$ cat src/rtl/kbd_event_ctrl_pkg.sv
// Shared definitions for the keyboard event controller.
//  - PS/2 set-2 scancode constants for prefixes, modifiers and caps lock
//  - event word bit positions and packed event struct
//  - decoder state enum
//  - helper that recognises keyboard protocol filler bytes
package kbd_event_ctrl_pkg;

    localparam logic [7:0] SC_E0      = 8'hE0;
    localparam logic [7:0] SC_F0      = 8'hF0;
    localparam logic [7:0] SC_E1      = 8'hE1;
    localparam logic [7:0] SC_SHIFT_L = 8'h12;
    localparam logic [7:0] SC_SHIFT_R = 8'h59;
    localparam logic [7:0] SC_CTRL    = 8'h14;
    localparam logic [7:0] SC_ALT     = 8'h11;
    localparam logic [7:0] SC_CAPS    = 8'h58;

    // Bytes that follow E1 in the Pause make sequence.
    localparam logic [2:0] PAUSE_SKIP = 3'd7;

    localparam int unsigned EVT_W     = 16;
    localparam int unsigned EVT_BRK   = 15;
    localparam int unsigned EVT_EXT   = 14;
    localparam int unsigned EVT_SHIFT = 13;
    localparam int unsigned EVT_CTRL  = 12;
    localparam int unsigned EVT_CAPS  = 11;
    localparam int unsigned EVT_ALT   = 10;

    typedef enum logic [2:0] {
        StIdle,
        StExt,
        StBrk,
        StExtBrk,
        StSkip
    } dec_state_e;

    typedef struct packed {
        logic       brk;
        logic       ext;
        logic       shift;
        logic       ctrl;
        logic       caps;
        logic       alt;
        logic [1:0] rsvd;
        logic [7:0] code;
    } kbd_evt_t;

    // Self-test results, echo, ack, resend, error and overrun bytes carry no key.
    function automatic logic is_filler(input logic [7:0] b);
        return (b == 8'h00) || (b == 8'hAA) || (b == 8'hEE) ||
               (b == 8'hFA) || (b == 8'hFE) || (b == 8'hFF);
    endfunction

endpackage

$ cat src/rtl/kbd_event_ctrl_if.sv
// CPU-side event bus of the keyboard event controller.
//  evt_rd     consumer pops head event
//  err_clr    consumer clears sticky error
//  evt_valid  event FIFO non-empty
//  evt_data   head event (show-ahead)
//  evt_count  entries held
//  err        sticky error flag
// master: CPU/MMIO consumer, slave: kbd_event_ctrl.
interface kbd_event_ctrl_if #(
    parameter int unsigned DEPTH = 8
);
    import kbd_event_ctrl_pkg::*;

    localparam int unsigned CW = $clog2(DEPTH) + 1;

    logic             evt_rd;
    logic             err_clr;
    logic             evt_valid;
    logic [EVT_W-1:0] evt_data;
    logic [CW-1:0]    evt_count;
    logic             err;

    modport master (
        output evt_rd,
        output err_clr,
        input  evt_valid,
        input  evt_data,
        input  evt_count,
        input  err
    );

    modport slave (
        input  evt_rd,
        input  err_clr,
        output evt_valid,
        output evt_data,
        output evt_count,
        output err
    );

endinterface

$ cat src/rtl/kbd_event_ctrl_fifo.sv
// Circular show-ahead event FIFO.
//  clk, clrn  clock, synchronous active-low reset
//  push/wdata write request and data
//  pop        read request (ignored when empty)
//  rdata      head entry, zero when empty
//  valid      non-empty
//  count      entries held
//  drop       pulse: push lost because FIFO full and not popping
module kbd_event_ctrl_fifo #(
    parameter int unsigned DEPTH = 8,
    parameter int unsigned WIDTH = 16
) (
    input  logic                     clk,
    input  logic                     clrn,
    input  logic                     push,
    input  logic [WIDTH-1:0]         wdata,
    input  logic                     pop,
    output logic [WIDTH-1:0]         rdata,
    output logic                     valid,
    output logic [$clog2(DEPTH):0]   count,
    output logic                     drop
);
    localparam int unsigned PW = $clog2(DEPTH);
    localparam int unsigned CW = PW + 1;

    logic [WIDTH-1:0] mem_q [DEPTH];
    logic [PW-1:0]    wr_q, rd_q;
    logic [CW-1:0]    cnt_q;
    logic             full, empty, do_push, do_pop;

    assign full  = (cnt_q == CW'(DEPTH));
    assign empty = (cnt_q == '0);
    assign do_pop  = pop & ~empty;
    // A pop frees the slot in the same cycle, so a full FIFO still accepts the push.
    assign do_push = push & (~full | do_pop);
    assign drop    = push & full & ~do_pop;

    assign valid = ~empty;
    assign count = cnt_q;
    assign rdata = empty ? '0 : mem_q[rd_q];

    always_ff @(posedge clk) begin
        if (do_push) begin
            mem_q[wr_q] <= wdata;
        end
    end

    // Power-of-two depth: pointers wrap DEPTH-1 -> 0 by natural overflow.
    always_ff @(posedge clk) begin
        if (!clrn) begin
            wr_q  <= '0;
            rd_q  <= '0;
            cnt_q <= '0;
        end else begin
            if (do_push) wr_q <= wr_q + PW'(1);
            if (do_pop)  rd_q <= rd_q + PW'(1);
            unique case ({do_push, do_pop})
                2'b10:   cnt_q <= cnt_q + CW'(1);
                2'b01:   cnt_q <= cnt_q - CW'(1);
                default: cnt_q <= cnt_q;
            endcase
        end
    end

endmodule

$ cat src/rtl/kbd_event_ctrl.sv
// Keyboard event controller: drains the ps2_keyboard scancode FIFO, folds
// E0/F0/E1 prefix sequences into key events, tracks modifier/caps-lock state
// and queues 16-bit make/break events for a CPU-side consumer.
//  clk, clrn      clock, synchronous active-low reset
//  kb_data        scancode from ps2_keyboard
//  kb_ready       ps2_keyboard holds a byte
//  kb_overflow    ps2_keyboard FIFO overflow
//  kb_nextdata_n  active-low pop strobe to ps2_keyboard
//  bus            event bus (evt_rd, evt_valid, evt_data, evt_count, err, err_clr)
//  caps_led       caps-lock state
module kbd_event_ctrl
    import kbd_event_ctrl_pkg::*;
#(
    parameter int unsigned DEPTH    = 8,
    parameter bit          SUPPRESS = 1'b1
) (
    input  logic                   clk,
    input  logic                   clrn,
    input  logic [7:0]             kb_data,
    input  logic                   kb_ready,
    input  logic                   kb_overflow,
    output logic                   kb_nextdata_n,
    kbd_event_ctrl_if.slave        bus,
    output logic                   caps_led
);

    logic       nextdata_n_q;
    dec_state_e state_q, state_d;
    logic [2:0] skip_q, skip_d;
    logic       shl_q, shl_d, shr_q, shr_d;
    logic       ctrl_q, ctrl_d, alt_q, alt_d;
    logic       caps_q, caps_d;
    logic [8:0] held_q, held_d;
    logic       err_q, err_d;

    logic       accept;
    logic       from_idle;
    logic       key_hit, key_brk, key_ext;
    logic [8:0] key;
    logic       repeat_hit;
    logic       push, fifo_drop;
    kbd_evt_t   evt;
    logic [$clog2(DEPTH):0] fifo_count;

    // A byte is taken only while the strobe is idle high, which forces the
    // strobe low for exactly one cycle and then high for at least one.
    assign accept = kb_ready & nextdata_n_q;

    // E0/E1 seen after E0 restart decoding as if from idle.
    assign from_idle = (state_q == StIdle) ||
                       ((state_q == StExt) && ((kb_data == SC_E0) || (kb_data == SC_E1)));

    // Decoder next state.
    always_comb begin
        state_d = state_q;
        skip_d  = skip_q;
        key_hit = 1'b0;
        key_brk = 1'b0;
        key_ext = 1'b0;
        if (kb_overflow) begin
            state_d = StIdle;
        end else if (accept) begin
            if (from_idle) begin
                state_d = StIdle;
                if (kb_data == SC_E0) begin
                    state_d = StExt;
                end else if (kb_data == SC_F0) begin
                    state_d = StBrk;
                end else if (kb_data == SC_E1) begin
                    state_d = StSkip;
                    skip_d  = PAUSE_SKIP;
                end else if (!is_filler(kb_data)) begin
                    key_hit = 1'b1;
                end
            end else begin
                unique case (state_q)
                    StExt: begin
                        if (kb_data == SC_F0) begin
                            state_d = StExtBrk;
                        end else begin
                            key_hit = 1'b1;
                            key_ext = 1'b1;
                            state_d = StIdle;
                        end
                    end
                    StBrk: begin
                        key_hit = 1'b1;
                        key_brk = 1'b1;
                        state_d = StIdle;
                    end
                    StExtBrk: begin
                        key_hit = 1'b1;
                        key_brk = 1'b1;
                        key_ext = 1'b1;
                        state_d = StIdle;
                    end
                    StSkip: begin
                        skip_d = skip_q - 3'd1;
                        if (skip_q == 3'd1) state_d = StIdle;
                    end
                    default: state_d = StIdle;
                endcase
            end
        end
    end

    assign key        = {key_ext, kb_data};
    assign repeat_hit = SUPPRESS && key_hit && !key_brk && (key == held_q);

    // Modifier, caps and held-key tracking; event reflects state after update.
    always_comb begin
        shl_d  = shl_q;
        shr_d  = shr_q;
        ctrl_d = ctrl_q;
        alt_d  = alt_q;
        caps_d = caps_q;
        held_d = held_q;
        if (key_hit) begin
            if (kb_data == SC_SHIFT_L) shl_d  = ~key_brk;
            if (kb_data == SC_SHIFT_R) shr_d  = ~key_brk;
            if (kb_data == SC_CTRL)    ctrl_d = ~key_brk;
            if (kb_data == SC_ALT)     alt_d  = ~key_brk;
            if (!key_brk && !repeat_hit && (kb_data == SC_CAPS)) caps_d = ~caps_q;
            if (!key_brk) begin
                held_d = key;
            end else if (key == held_q) begin
                held_d = '0;
            end
        end
    end

    assign push = key_hit & ~repeat_hit;

    always_comb begin
        evt       = '0;
        evt.brk   = key_brk;
        evt.ext   = key_ext;
        evt.shift = shl_d | shr_d;
        evt.ctrl  = ctrl_d;
        evt.caps  = caps_d;
        evt.alt   = alt_d;
        evt.code  = kb_data;
    end

    // Sticky error: a new set wins over a same-cycle clear.
    always_comb begin
        err_d = err_q;
        if (kb_overflow || fifo_drop) begin
            err_d = 1'b1;
        end else if (bus.err_clr) begin
            err_d = 1'b0;
        end
    end

    always_ff @(posedge clk) begin
        if (!clrn) begin
            nextdata_n_q <= 1'b1;
            state_q      <= StIdle;
            skip_q       <= '0;
            shl_q        <= 1'b0;
            shr_q        <= 1'b0;
            ctrl_q       <= 1'b0;
            alt_q        <= 1'b0;
            caps_q       <= 1'b0;
            held_q       <= '0;
            err_q        <= 1'b0;
        end else begin
            nextdata_n_q <= ~accept;
            state_q      <= state_d;
            skip_q       <= skip_d;
            shl_q        <= shl_d;
            shr_q        <= shr_d;
            ctrl_q       <= ctrl_d;
            alt_q        <= alt_d;
            caps_q       <= caps_d;
            held_q       <= held_d;
            err_q        <= err_d;
        end
    end

    kbd_event_ctrl_fifo #(
        .DEPTH (DEPTH),
        .WIDTH (EVT_W)
    ) u_fifo (
        .clk   (clk),
        .clrn  (clrn),
        .push  (push),
        .wdata (evt),
        .pop   (bus.evt_rd),
        .rdata (bus.evt_data),
        .valid (bus.evt_valid),
        .count (fifo_count),
        .drop  (fifo_drop)
    );

    assign bus.evt_count = fifo_count;
    assign bus.err       = err_q;
    assign kb_nextdata_n = nextdata_n_q;
    assign caps_led      = caps_q;

endmodule

$ cat src/flat_wrapper.sv
// flat-port wrapper written by rule: the top's interface ports become plain ports
module kbd_event_ctrl_flat import kbd_event_ctrl_pkg::*;
#(
    parameter int unsigned DEPTH    = 8,
    parameter bit          SUPPRESS = 1'b1
)
  (clk, clrn, kb_data, kb_ready, kb_overflow, kb_nextdata_n, caps_led, bus_evt_rd, bus_err_clr, bus_evt_valid, bus_evt_data, bus_evt_count, bus_err);
  kbd_event_ctrl_if #(.DEPTH(DEPTH)) bus_i ();
  input  logic clk;
  input  logic clrn;
  input  logic [7:0] kb_data;
  input  logic kb_ready;
  input  logic kb_overflow;
  output logic kb_nextdata_n;
  output logic caps_led;
  input wire logic [$bits(bus_i.evt_rd)-1:0] bus_evt_rd;
  input wire logic [$bits(bus_i.err_clr)-1:0] bus_err_clr;
  output wire logic [$bits(bus_i.evt_valid)-1:0] bus_evt_valid;
  output wire logic [$bits(bus_i.evt_data)-1:0] bus_evt_data;
  output wire logic [$bits(bus_i.evt_count)-1:0] bus_evt_count;
  output wire logic [$bits(bus_i.err)-1:0] bus_err;
  assign bus_i.evt_rd = bus_evt_rd;
  assign bus_i.err_clr = bus_err_clr;
  assign bus_evt_valid = bus_i.evt_valid;
  assign bus_evt_data = bus_i.evt_data;
  assign bus_evt_count = bus_i.evt_count;
  assign bus_err = bus_i.err;
  kbd_event_ctrl #(.DEPTH(DEPTH), .SUPPRESS(SUPPRESS)) u_core (.clk(clk), .clrn(clrn), .kb_data(kb_data), .kb_ready(kb_ready), .kb_overflow(kb_overflow), .kb_nextdata_n(kb_nextdata_n), .bus(bus_i), .caps_led(caps_led));
endmodule
$ cat config.mk
export PLATFORM = sky130hd
export DESIGN_NAME = kbd_event_ctrl_flat
export DESIGN_NICKNAME = d
export VERILOG_FILES = /design/src/rtl/kbd_event_ctrl_pkg.sv /design/src/rtl/kbd_event_ctrl_if.sv /design/src/rtl/kbd_event_ctrl_fifo.sv /design/src/rtl/kbd_event_ctrl.sv /design/src/flat_wrapper.sv
export SDC_FILE = /design/constraint.sdc
export NUM_CORES = 1
export LEC_CHECK = 0
export CORE_ASPECT_RATIO = 0.6
export CORE_MARGIN = 2
export CORE_UTILIZATION = 64
export DETAILED_ROUTE_END_ITERATION = 8
export GPL_ROUTABILITY_DRIVEN = 0
export PLACE_DENSITY_LB_ADDON = 0.1
export SLEW_MARGIN = 20
export SYNTH_ARGS = -nofsm -noshare
export SYNTH_HDL_FRONTEND = slang
export SYNTH_SLANG_ARGS = --single-unit
$ cat constraint.sdc
create_clock -name clk -period 6.3 [get_ports clk]
set_clock_uncertainty 0.1 [all_clocks]
set_input_delay 0.945 -clock clk [delete_from_list [all_inputs] [get_ports clk]]
set_output_delay 0.945 -clock clk [all_outputs]
set_load 0.01 [all_outputs]
==> impl_metrics.toml, run 1 <==
[run_status]
outcome = "complete, no violations"

[run]
drv_cap = 0

[clock_network]
ctsHtreeMaxLevel = 4
cts_tree = "yes"
ctsHoldBuffers = 0
cts_setup_buffers = 0
path_clk_slew_ns = 0.06
postCtsResizedCells = 0
cts_buffer_depth = 2
insertion_delay_ns = 0.42
cts_root_buffer = "clkbuf_16"
cts_sinks = 147
cts_buffers = 17

[layout]
final_common_cell = "edfxtp_1"
layout_common_cells = "edfxtp_1 (112), nand2_1 (36), nor2_1 (35), clkdlybuf4s50_1 (35), dfxtp_1 (34)"
drive_gt1_share_pct = 18.5
fin_util_pct = 76.5
fill_cells = 589
stdcell_area_um2 = 7450
area_growth_pct = 18.1
nets = 489
multi_input_area_um2 = 2130
antennaDiodeCount = 0
seqCellArea_um2 = 4070

[die]
dieHeight_um = 80.9
chipWidth_um = 132
initial_core_util_pct = 64.8
core-area_um2 = 9740
fp.dieArea_um2 = 10700
ioPinCount = 38
row_count = 28

[sta]
worstMarginPinSlew_ns = 1.04
fmax_mhz = 229
min_period_ns = 4.36
maxSlewViolCount = 0
finalHoldViolations = 0
fin_crit_sh_pct = 69.2
setup_tns_ns = 0
finalSetupViolations = 0
rsz0062_at_grt = "no"
relSlewSlack_pct = 30.3

[placement]
dpl.hpwl_um = 8250
port_buffers = 35
dpl-instance-area_um2 = 6830

[worst_hold_path]
min_delay_path_depth = 2
hold_class = "reg2reg"

[yosys]
synth_area_um2 = 6310
synth_cells = 424
synth.yosys.warnings = 0
syn_avg_cell_area_um2 = 14.9
seq_area_frac_synth_pct = 64.4
ys_seq_elements = 147
ys_types = 61
synth-edff-count = 112
synth_top_area_share_pct = 53.3
synth.largest_area_cell = "edfxtp_1"
yosys-top-cells-area = "edfxtp_1 (53%), dfxtp_1 (11%), mux4_2 (10%)"
async_reset_ff_share_pct = 0
ys_dominant_reg_cell = "edfxtp_1"

[grt]
grt_pass1_vias = 3622
grt_first_pass_wirelength_um = 20500
antenna_found_initial = 0
grt_max_degree = 29
overflow = 0
track_usage_pct = 26.5

[detailed_routing]
via_per_inst = 6.14
wl_per_cell_um = 21.3
dr.pass1.iters = 5
route.final.wire_length_um = 13100
drt_iter0_drc = 460
postRouteAntennaNets = 0
vias = 3785
drc = 0

[setup_path]
cp_max_fo = 22
critical_path_required_ns = 6.50
worst-r2r-cell-count = 9
path_class = "in2reg"
endpoint_kind = "flop"
startpoint_type = "input pin"
worstPathArrival_ns = 4.57

[pwr]
power_density_nw_per_um2 = 374
ir_drop_v = 0.000287
total_leakage_power_nw = 2.49
## synth_stat cells (8+ instances only)
| master | number |
|---|---|
| dfxtp_1 | 35 |
| xnor2_1 | 11 |
| nor3_1 | 8 |
| mux2i_1 | 24 |
| o21ai_0 | 9 |
| inv_1 | 13 |
| nand2_1 | 36 |
| edfxtp_1 | 112 |
| mux4_2 | 28 |
| nor2_1 | 35 |
| a21oi_1 | 16 |
| clkbuf_1 | 11 |
## cell families (layout without fill, tap and decap cells)
kind of cell,count (synthesis),after routing,share of synthesized area [%]
DFF,147,147,64.4
other,1,2,0.0594
muxes,54,54,14.2
xor gates and xnor gates,14,14,2.06
adders and majority gates,7,7,1.51
buffers and inverters,34,90,2.48
and+or+nand+nor,120,120,9.81
AOI/OAI and AO/OA,47,47,5.53
## final cells by class
cell class / count / share of cell area [%]
flip-flops and latches: 147 / 54.6
multi-input cells: 244 / 28.6
inverters: 13 / 0.655
repair buffers: 45 / 5.79
well taps: 135 / 2.27
clock buffers: 18 / 5.76
clock inverters: 14 / 2.40
## registers in the layout, indices dropped and copies added, names as in the netlist, named ones only
register              count
u_core.alt_q              1
u_core.bus.err            1
u_core.caps_led           1
u_core.ctrl_q             1
u_core.held_q             9
u_core.kb_nextdata_n      1
u_core.shl_q              1
u_core.shr_q              1
u_core.skip_q             3
u_core.state_q            3
u_core.u_fifo.count       4
u_core.u_fifo.mem_q     112
u_core.u_fifo.rd_q        3
u_core.u_fifo.wr_q        3
## worst max-delay path, stage by stage
cell and delay, ns:
clkdlybuf4s50_1 0.81, or4_1 0.65, nor3_1 0.17, a211o_1 0.54, a22o_4 0.28, ha_1 0.23, a21o_1 0.17, a21oi_1 0.31
nor3_1 0.09, a311o_1 0.37
## worst paths after layout
kind	from	endpoint	slack, ns
worst max register to register	u_core.state_q[0]	u_core.u_fifo.count[3]	2.96
worst max-delay path	kb_data[4]	u_core.u_fifo.count[3]	1.94
worst min register to register	u_core.skip_q[1]	u_core.skip_q[1]	0.36
worst min-delay path	u_core.skip_q[1]	u_core.skip_q[1]	0.36
## per-stage QoR
stage | setup slack, ns | hold slack (ns) | instances | total power [mW]
after floorplan | 2.27 | 0.332 | 425 | 1.52
after global placement | 1.75 | 0.337 | 583 | 1.76
after detailed placement | 1.60 | 0.346 | 583 | 1.78
after CTS | 2.00 | 0.358 | 615 | 2.79
after global routing | 1.79 | 0.381 | 616 | 2.90
final | 1.94 | 0.357 | 616 | 2.79
## metal layers
metal | vias up | GRT usage, % | share of wire, %
met4 | 0 | 8.92 | 0.98
met2 | 173 | 40.4 | 46
li1 | 1705 | - | -
met5 | - | 0 | 0
met1 | 1893 | 37.3 | 45
met3 | 14 | 7.93 | 8.6
## where the power goes
| group | switching [mW] | internal [mW] |
|---|---|---|
| Clock | 0.397 | 0.627 |
| Combinational | 0.265 | 0.347 |
| Sequential | 0.0790 | 1.07 |
| Total | 0.741 | 2.05 |
Power figures use the tool's default switching activity.
==> run 2: changes to the inputs <==
--- a/config.mk
+++ b/config.mk
@@ -7,7 +7,7 @@
 export LEC_CHECK = 0
 export CORE_ASPECT_RATIO = 0.6
 export CORE_MARGIN = 2
-export CORE_UTILIZATION = 64
+export CORE_UTILIZATION = 59
 export DETAILED_ROUTE_END_ITERATION = 8
 export GPL_ROUTABILITY_DRIVEN = 0
 export PLACE_DENSITY_LB_ADDON = 0.1
==> constraint.sdc (replaced) <==
create_clock -name clk -period 4.5 [get_ports clk]
set_clock_uncertainty 0.1 [all_clocks]
set_input_delay 0.675 -clock clk [delete_from_list [all_inputs] [get_ports clk]]
set_output_delay 0.675 -clock clk [all_outputs]
set_load 0.01 [all_outputs]
==> impl_metrics.toml, run 2 (synthesized netlist as in run 1, its figures left out) <==
[clock_network]
cts_root_buffer = "clkbuf_16"
ctsHtreeMaxLevel = 4
cts_buffers = 17
cts_sinks = 147
postCtsResizedCells = 0
cts_tree = "yes"
cts_buffer_depth = 2
path_clk_slew_ns = 0.07
insertion_delay_ns = 0.42
ctsHoldBuffers = 0
cts_setup_buffers = 0

[die]
fp.dieArea_um2 = 11600
dieHeight_um = 84.1
row_count = 29
chipWidth_um = 138
ioPinCount = 38
initial_core_util_pct = 60.2
core-area_um2 = 10500

[grt]
grt_most_used_layer = "met1"
use_met3_pct = 7.35
grt_first_pass_wirelength_um = 20000
grt_pass1_vias = 3537
grt_max_degree = 29
use_met1_pct = 38.1
overflow = 0
track_usage_pct = 24.2
antenna_found_initial = 0
grt_util_met2_pct = 32.9

[setup_path]
path_class = "in2reg"
critical_path_required_ns = 4.70
startpoint_type = "input pin"
cp_max_fo = 14
regToRegSetupSlack_ns = 1.36
worstPathArrival_ns = 3.87
endpoint_kind = "flop"

[detailed_routing]
wl_per_cell_um = 20.5
route.final.wire_length_um = 12900
drt_iter0_drc = 526
vias = 3776
drc = 0
postRouteAntennaNets = 0
via_per_inst = 6.03
dr.pass1.iters = 5

[layout]
largest_reg_flops = 112
regMostFlops = "u_core.u_fifo.mem_q"
final_common_cell = "edfxtp_1"
antennaDiodeCount = 0
fill_cells = 672
area_growth_pct = 18.2
fin_util_pct = 71.1
nets = 495
layout_common_cells = "edfxtp_1 (112), nand2_1 (36), nor2_1 (35), clkdlybuf4s50_1 (35), dfxtp_1 (34)"
drive_gt1_share_pct = 19.7

[sta]
worstMarginPinSlew_ns = 1.02
relSlewSlack_pct = 32.0
finalHoldViolations = 0
fmax_mhz = 273
rsz0062_at_grt = "no"
setup_tns_ns = 0
min_period_ns = 3.67
setup_slack_ns = 0.832
finalSetupViolations = 0
fin_crit_sh_pct = 81.5
maxSlewViolCount = 0

[pwr]
power_density_nw_per_um2 = 513
total_leakage_power_nw = 2.51
clockPowerShare_pct = 35.3
p_switching_mw = 1.07
pwr-share-seq_pct = 40.7
p_total_mw = 3.83
p_sw_share_pct = 27.9
power_frac_comb_pct = 23.9
intPower_mw = 2.76
ir_drop_v = 0.000377

[placement]
dp_slack_ns = 0.441
dpl.hpwl_um = 8030
port_buffers = 35

[run_status]
outcome = "complete, no violations"

[run]
drv_cap = 0

[worst_hold_path]
hold_class = "reg2reg"
## run 2: cell types whose count changed in the layout (fill, tap and decap cells not counted), sizes merged
cell,delta
bufinv,-2
clkinvlp,-1
inv,+6
clkinv,-2
clkbuf,-2
buf,+7
## run 2: path summary, 6_finish.rpt
kind	end	startpoint	cells past startpoint
min	u_core.skip_q[1]	u_core.skip_q[1]	2
max reg2reg	u_core.u_fifo.count[3]	u_core.u_fifo.count[3]	10
min reg2reg	u_core.skip_q[1]	u_core.skip_q[1]	2
max	u_core.u_fifo.count[3]	kb_data[5]	10
## run 2: per-stage QoR
step                      hold WS, ns  cell area, µm²  std cells
after global routing            0.400            7460        626
after CTS                       0.356            7460        626
after global placement          0.336            6890        594
final                           0.351            7460        626
after detailed placement        0.343            6890        594
after floorplan                 0.332            6310        425
## run 2: routing by layer
metal	up-vias	part of all wire, %	routed length (µm)
met4	0	1.1	146
met3	20	8.7	1120
met2	183	43	5580
li1	1711	-	-
met5	-	0	0
met1	1862	47	6010
## run 2: area by class of cell
type	count	area [µm²]	area share [%]
clock inverter	15	145	1.95
timing repair buffer	51	470	6.31
inverter	13	48.8	0.654
sequential	147	4070	54.5
clock buffer	17	425	5.70
multi-input combinational	244	2130	28.5
tap	139	174	2.33
## run 2: power groups by stage
| stage | Clock (mW) | Sequential (mW) | Combinational, mW |
|---|---|---|---|
| after floorplan | 0 | 1.56 | 0.567 |
| after global placement | 0 | 1.58 | 0.901 |
| after detailed placement | 0 | 1.59 | 0.914 |
| after CTS | 1.38 | 1.56 | 0.927 |
| after global routing | 1.44 | 1.57 | 0.990 |
| final | 1.35 | 1.56 | 0.915 |
## run 2: worst max-delay path, stage by stage
cell and delay [ns]:
clkdlybuf4s50_1 0.80, nand4b_1 0.34, o311ai_4 0.35, xor2_2 0.32
a22o_4 0.21, ha_1 0.23, a21o_1 0.18, a21oi_1 0.31
nor3_1 0.08, a311o_1 0.37
==> RTL edit 1: new RTL, config.mk and constraints of run 1 <==
Put one more register stage on the output `caps_led`. The value now appears one clock later. The other outputs are not delayed to match.
--- a/src/rtl/kbd_event_ctrl.sv
+++ b/src/rtl/kbd_event_ctrl.sv
@@ -196,7 +196,9 @@
     assign bus.evt_count = fifo_count;
     assign bus.err       = err_q;
     assign kb_nextdata_n = nextdata_n_q;
-    assign caps_led      = caps_q;
+    always_ff @(posedge clk) begin
+        caps_led <= caps_q;
+    end
 
 endmodule
 
Behaviour: not the same (a bounded check fails within 4 cycles, from zero or initial values).
==> RTL edit 1 against run 1 <==
- sequential cell count up 1
- routed wire length down 0.95%
- total power down 1.8%
- cell count down 0.16%
- worst setup slack better by 0.024 ns
- worst hold slack worse by 0.088 ns
- area after synthesis up 0.32%
- largest power group unchanged
- clock power down 4%
- largest cell class unchanged
- cell area down 0.49%
==> RTL edit 1: results (changes against run 1) <==
INFO  route          dr_vias=3795 [+0.26%]
INFO  global_route   pin_count_of_the_biggest_net_entering_global_routing=29 [unchanged]
INFO  logic_synthesis synthesized_netlist_cell_count=425 [+0.24%]
INFO  placed_design  place.port_buffers=35 [unchanged]
INFO  global_route   globalRoute.totalOverflow=0 [unchanged]
INFO  clocking       clock_tree.htree_level_count=4 [unchanged]
INFO  worst_setup_path slowest_stage=clkdlybuf4s50_1
INFO  worst_setup_path crit_fanout=18 [-18%]
INFO  finish         finish.net_count=488 [-0.20%]
INFO  route          routed_wl=13000um [-0.95%]
INFO  worst_setup_path critical_path_arrival=4.27ns [-0.30 ns]
INFO  global_route   grt_use_total=26.4% [-0.087 points]
INFO  clocking       cts_inserted_buffers=17 [unchanged]
INFO  clocking       cts-resized-gates=0 [unchanged]
INFO  logic_synthesis synth.top_cells.by_area=edfxtp_1 53%, dfxtp_1 11%, mux4_2 10%
INFO  clocking       cts_setup_buffers=0 [unchanged]
INFO  finish         fillers=584 [-0.85%]
INFO  timing         slew-limit-headroom=26.5% [-3.8 points]
INFO  hold_path      worst_hold_path_type=reg2reg
INFO  global_route   grt_pass1_wl=20400um [-0.17%]
INFO  placed_design  numPlacedInstances=583 [unchanged]
INFO  logic_synthesis yosys_cell_types=61 [unchanged]
INFO  worst_setup_path crit_path_max_incr_delay=0.90ns [+0.09 ns]
INFO  finish         max_flop_register=u_core.u_fifo.mem_q
INFO  global_route   grt_antenna_before_repair=0 [unchanged]
INFO  route          wire_per_inst=21.1um [-0.78%]
INFO  placed_design  detailedPlacementHpwl=7900um [-4.1%]
INFO  route          drt_iter0_drc=394 [-14%]
INFO  logic_synthesis synthesis.yosys.warnings=0 [unchanged]
INFO  power          power.leakage=2.47nW [-0.59%]
INFO  logic_synthesis ys.flop_type=edfxtp_1
INFO  logic_synthesis synth-edff-count=112 [unchanged]
INFO  power          vdd_drop_max=0.000243V [-15%]
INFO  clocking       clk-insertion-delay-late=0.41ns
INFO  finish         number_of_flip_flops_under_the_largest_register_name=112 [unchanged]
INFO  clocking       cts.path.max_buffers=2 [unchanged]
INFO  global_route   first_global_vias=3608 [-0.39%]
INFO  logic_synthesis post_synth_most_frequent_cells=112 x edfxtp_1, 36 x dfxtp_1, 36 x nand2_1, 35 x nor2_1, 28 x mux4_2
INFO  finish         num_antenna_cells=0 [unchanged]
INFO  logic_synthesis synthArstFlopShare=0% [unchanged]
INFO  route          firstDrtPassIters=5 [unchanged]
INFO  logic_synthesis synth.yosys.seq_area_share=64.5% [+0.11 points]
INFO  status         status=completed
INFO  finish         final_layout_size_suffix_gt1_share=17.1% [-1.4 points]
INFO  clocking       cts_root_buffer=clkbuf_16
INFO  clocking       cts.clk_slew.worst_paths=0.06ns [about the same]
RTL edit 1: changes by cell type after synthesis:
cell / change
dfxtp_1: +1
RTL edit 1: cell families after synthesis:
logic type	share of synthesized area [%]
compound gates	5.51
mux	14.1
buf+inv	2.47
simple gates	9.78
flops	64.5
other cells	0.0592
fa+ha+maj	1.50
xor+xnor	2.06
RTL edit 1: power by group:
part | leakage [nW] | internal, mW | switching, mW
Sequential | 1.33 | 1.08 | 0.0776
Clock | 0.276 | 0.614 | 0.370
Combinational | 0.869 | 0.334 | 0.261
RTL edit 1: cell type report:
cell class                 count  share of cell area [%]
clock inverter                13                    1.89
inverter                      13                   0.658
sequential                   148                    55.1
multi-input combinational    244                    28.7
clock buffer                  19                    5.84
tap                          135                    2.28
timing repair buffer          43                    5.53
RTL edit 1: critical path, delay by kind of cell:
family	cells	cell delay (ns)
and+or+nand+nor	3	1.24
AOI/OAI and AO/OA	3	1.16
buffers and inverters	1	0.90
RTL edit 1: path summary, 6_finish.rpt:
kind / start / endpoint / slack (ns) / cells after the start
setup / recovery: kb_data[2] / u_core.u_fifo.mem_q[6][3]$_DFFE_PP_ / 1.96 / 7
hold / removal: u_core.caps_q$_SDFF_PN0_ / u_core.caps_led$_DFF_P_ / 0.27 / 0
setup reg to reg: u_core.u_fifo.count[3]$_SDFFE_PN0P_ / u_core.u_fifo.count[3]$_SDFFE_PN0P_ / 2.83 / 9
hold reg to reg: u_core.caps_q$_SDFF_PN0_ / u_core.caps_led$_DFF_P_ / 0.27 / 0
RTL edit 1: through the flow:
| step | hold WS (ns) | utilization (%) | cell area [um^2] | power [mW] | setup WS (ns) |
|---|---|---|---|---|---|
| floorplan | 0.249 | - | 6330 | 1.53 | 2.27 |
| global placement | 0.259 | 70.2 | 6840 | 1.76 | 1.73 |
| detailed placement | 0.264 | 70.2 | 6840 | 1.77 | 1.62 |
| CTS | 0.275 | 76.1 | 7410 | 2.75 | 2.02 |
| global route | 0.284 | 76.2 | 7420 | 2.84 | 1.78 |
| finish | 0.269 | 76.2 | 7420 | 2.73 | 1.96 |
RTL edit 1: metal layers:
metal | routed length, um | track usage [%]
met3 | 916 | 5.68
met2 | 6080 | 40.5
met1 | 5900 | 38.7
met5 | 0 | 0
met4 | 100 | 8.49
==> RTL edit 2: new RTL, settings of run 1 <==
Without the edit above. `DEPTH` is set to 8 in 4 places; all go to 4.
--- a/src/rtl/kbd_event_ctrl_if.sv
+++ b/src/rtl/kbd_event_ctrl_if.sv
@@ -7,7 +7,7 @@
 //  err        sticky error flag
 // master: CPU/MMIO consumer, slave: kbd_event_ctrl.
 interface kbd_event_ctrl_if #(
-    parameter int unsigned DEPTH = 8
+    parameter int unsigned DEPTH = 4
 );
     import kbd_event_ctrl_pkg::*;
 
--- a/src/rtl/kbd_event_ctrl_fifo.sv
+++ b/src/rtl/kbd_event_ctrl_fifo.sv
@@ -7,7 +7,7 @@
 //  count      entries held
 //  drop       pulse: push lost because FIFO full and not popping
 module kbd_event_ctrl_fifo #(
-    parameter int unsigned DEPTH = 8,
+    parameter int unsigned DEPTH = 4,
     parameter int unsigned WIDTH = 16
 ) (
     input  logic                     clk,
--- a/src/rtl/kbd_event_ctrl.sv
+++ b/src/rtl/kbd_event_ctrl.sv
@@ -11,7 +11,7 @@
 module kbd_event_ctrl
     import kbd_event_ctrl_pkg::*;
 #(
-    parameter int unsigned DEPTH    = 8,
+    parameter int unsigned DEPTH    = 4,
     parameter bit          SUPPRESS = 1'b1
 ) (
     input  logic                   clk,
--- a/src/flat_wrapper.sv
+++ b/src/flat_wrapper.sv
@@ -1,7 +1,7 @@
 // flat-port wrapper written by rule: the top's interface ports become plain ports
 module kbd_event_ctrl_flat import kbd_event_ctrl_pkg::*;
 #(
-    parameter int unsigned DEPTH    = 8,
+    parameter int unsigned DEPTH    = 4,
     parameter bit          SUPPRESS = 1'b1
 )
   (clk, clrn, kb_data, kb_ready, kb_overflow, kb_nextdata_n, caps_led, bus_evt_rd, bus_err_clr, bus_evt_valid, bus_evt_data, bus_evt_count, bus_err);
Interface: changed (resized bus_evt_count); port bits go from 38 to 37. The function was not compared with the original's and may differ.
==> RTL edit 2 against run 1 <==
- critical path depth grew 2
- sequential cell count down 60
- cell area down 40%
- area after synthesis down 37%
- count of clock-buffer cells in the layout fell by 9
- worst hold slack better by 0.0056 ns
- worst setup slack better by 0.0069 ns
- non-clock buffer count shrank 11
- clock power shrank 66%
- register-to-register slack better by 0.09 ns
- total power decreased by 47%
- routed wire length fell by 40%
==> RTL edit 2: results (changes against run 1) <==
INFO  clocking       cts_root_buffer=clkbuf_8
INFO  clocking       cts.clk_slew.worst_paths=0.08ns [+0.02 ns]
INFO  worst_setup_path crit_path_max_incr_delay=0.79ns [-0.02 ns]
INFO  worst_setup_path critical_path_arrival=4.50ns [-0.07 ns]
INFO  logic_synthesis yosys_cell_types=60 [-1.6%]
INFO  hold_path      hold-path-endpoint=u_core.kb_nextdata_n$_SDFF_PN1_
INFO  logic_synthesis synth.top_cells.by_area=edfxtp_1 42%, dfxtp_1 16%, mux4_2 7.9%
INFO  route          routed_length_on_met1=3730um [-37%]
INFO  finish         finish.net_count=357 [-27%]
INFO  power          pwr-share-comb=30.5% [+8.5 points]
INFO  worst_setup_path crit_fanout=14 [-36%]
INFO  logic_synthesis synth.yosys.seq_area_share=57.9% [-6.5 points]
INFO  power          vdd_drop_max=0.000161V [-44%]
INFO  hold_path      min-delay-start=u_core.kb_nextdata_n$_SDFF_PN1_
INFO  global_route   grt.met3_usage=6.74% [-1.2 points]
INFO  worst_setup_path worst_reg_to_reg_setup_slack=3.05ns [+0.09 ns]
INFO  logic_synthesis synth-edff-count=56 [-50%]
INFO  placed_design  placed_area=0.00433mm^2 [-37%]
INFO  route          routed_wl=7860um [-40%]
INFO  global_route   grt_use_total=24.4% [-2.1 points]
INFO  power          pg_comb=0.451mW [-26%]
INFO  power          power.leakage=1.57nW [-37%]
INFO  power          seq_power=0.686mW [-40%]
INFO  global_route   grt_use_met1=37.6% [+0.31 points]
INFO  worst_setup_path timing.rr.end=u_core.u_fifo.count[2]$_SDFFE_PN0P_
INFO  worst_setup_path worst_setup_startpoint=kb_data[1]
INFO  placed_design  place_ws=1.67ns [+0.0659 ns]
INFO  timing         holdWs=0.362ns [+0.00563 ns]
INFO  finish         post_layout_nonfiller_instances=425 [-31%]
INFO  global_route   pin_count_of_the_biggest_net_entering_global_routing=18 [-38%]
INFO  clocking       clk-insertion-delay-late=0.34ns [-0.08 ns]
INFO  global_route   global_route_track_usage_on_met2=34.0% [-6.4 points]
INFO  finish         fillers=379 [-36%]
INFO  logic_synthesis synth-xor-area-share=2.64% [+0.58 points]
INFO  logic_synthesis synthesis.area_per_instance=12.8um^2 [-14%]
INFO  status         status=completed
INFO  worst_setup_path ff2ff_path_depth=10 [+1]
INFO  logic_synthesis synth-compound-area-share=9.03% [+3.5 points]
INFO  clocking       cts_inserted_buffers=9 [-8]
INFO  timing         final.period_utilization=69.1% [-0.11 points]
INFO  finish         final_layout_size_suffix_gt1_share=11.7% [-6.8 points]
INFO  logic_synthesis yosys.area_share.adder=2.39% [+0.88 points]
INFO  route          sum_of_met2_wire_segment_lengths_after_detailed_routing=3370um [-44%]
INFO  placed_design  place.port_buffers=34 [-2.9%]
INFO  clocking       clock_tree.htree_level_count=3 [-1]
RTL edit 2: changes by cell type in the layout (fill, tap and decap cells not counted), sizes merged, moves of 10 or more:
cell | run 1 | this run
clkbuf | 19 | 9
nand2 | 36 | 14
edfxtp | 112 | 56
mux2i | 24 | 5
mux4 | 28 | 14
a21oi | 17 | 6
nor2 | 35 | 24
and2 | 1 | 20
RTL edit 2: area by class of cell:
| type | instances | area [um^2] | share of cell area [%] |
|---|---|---|---|
| Inverter | 9 | 33.8 | 0.751 |
| Multi-Input combinational cell | 195 | 1550 | 34.4 |
| Timing Repair Buffer | 34 | 340 | 7.56 |
| Sequential cell | 87 | 2300 | 51.2 |
| Tap cell | 84 | 105 | 2.34 |
| Clock inverter | 7 | 47.5 | 1.06 |
| Clock buffer | 9 | 124 | 2.75 |
RTL edit 2: logic make-up after synthesis:
family	count (synthesis)
simple gates	108
flops	87
compound gates	46
buf+inv	29
mux	20
xor+xnor	12
fa+ha+maj	7
other cells	1
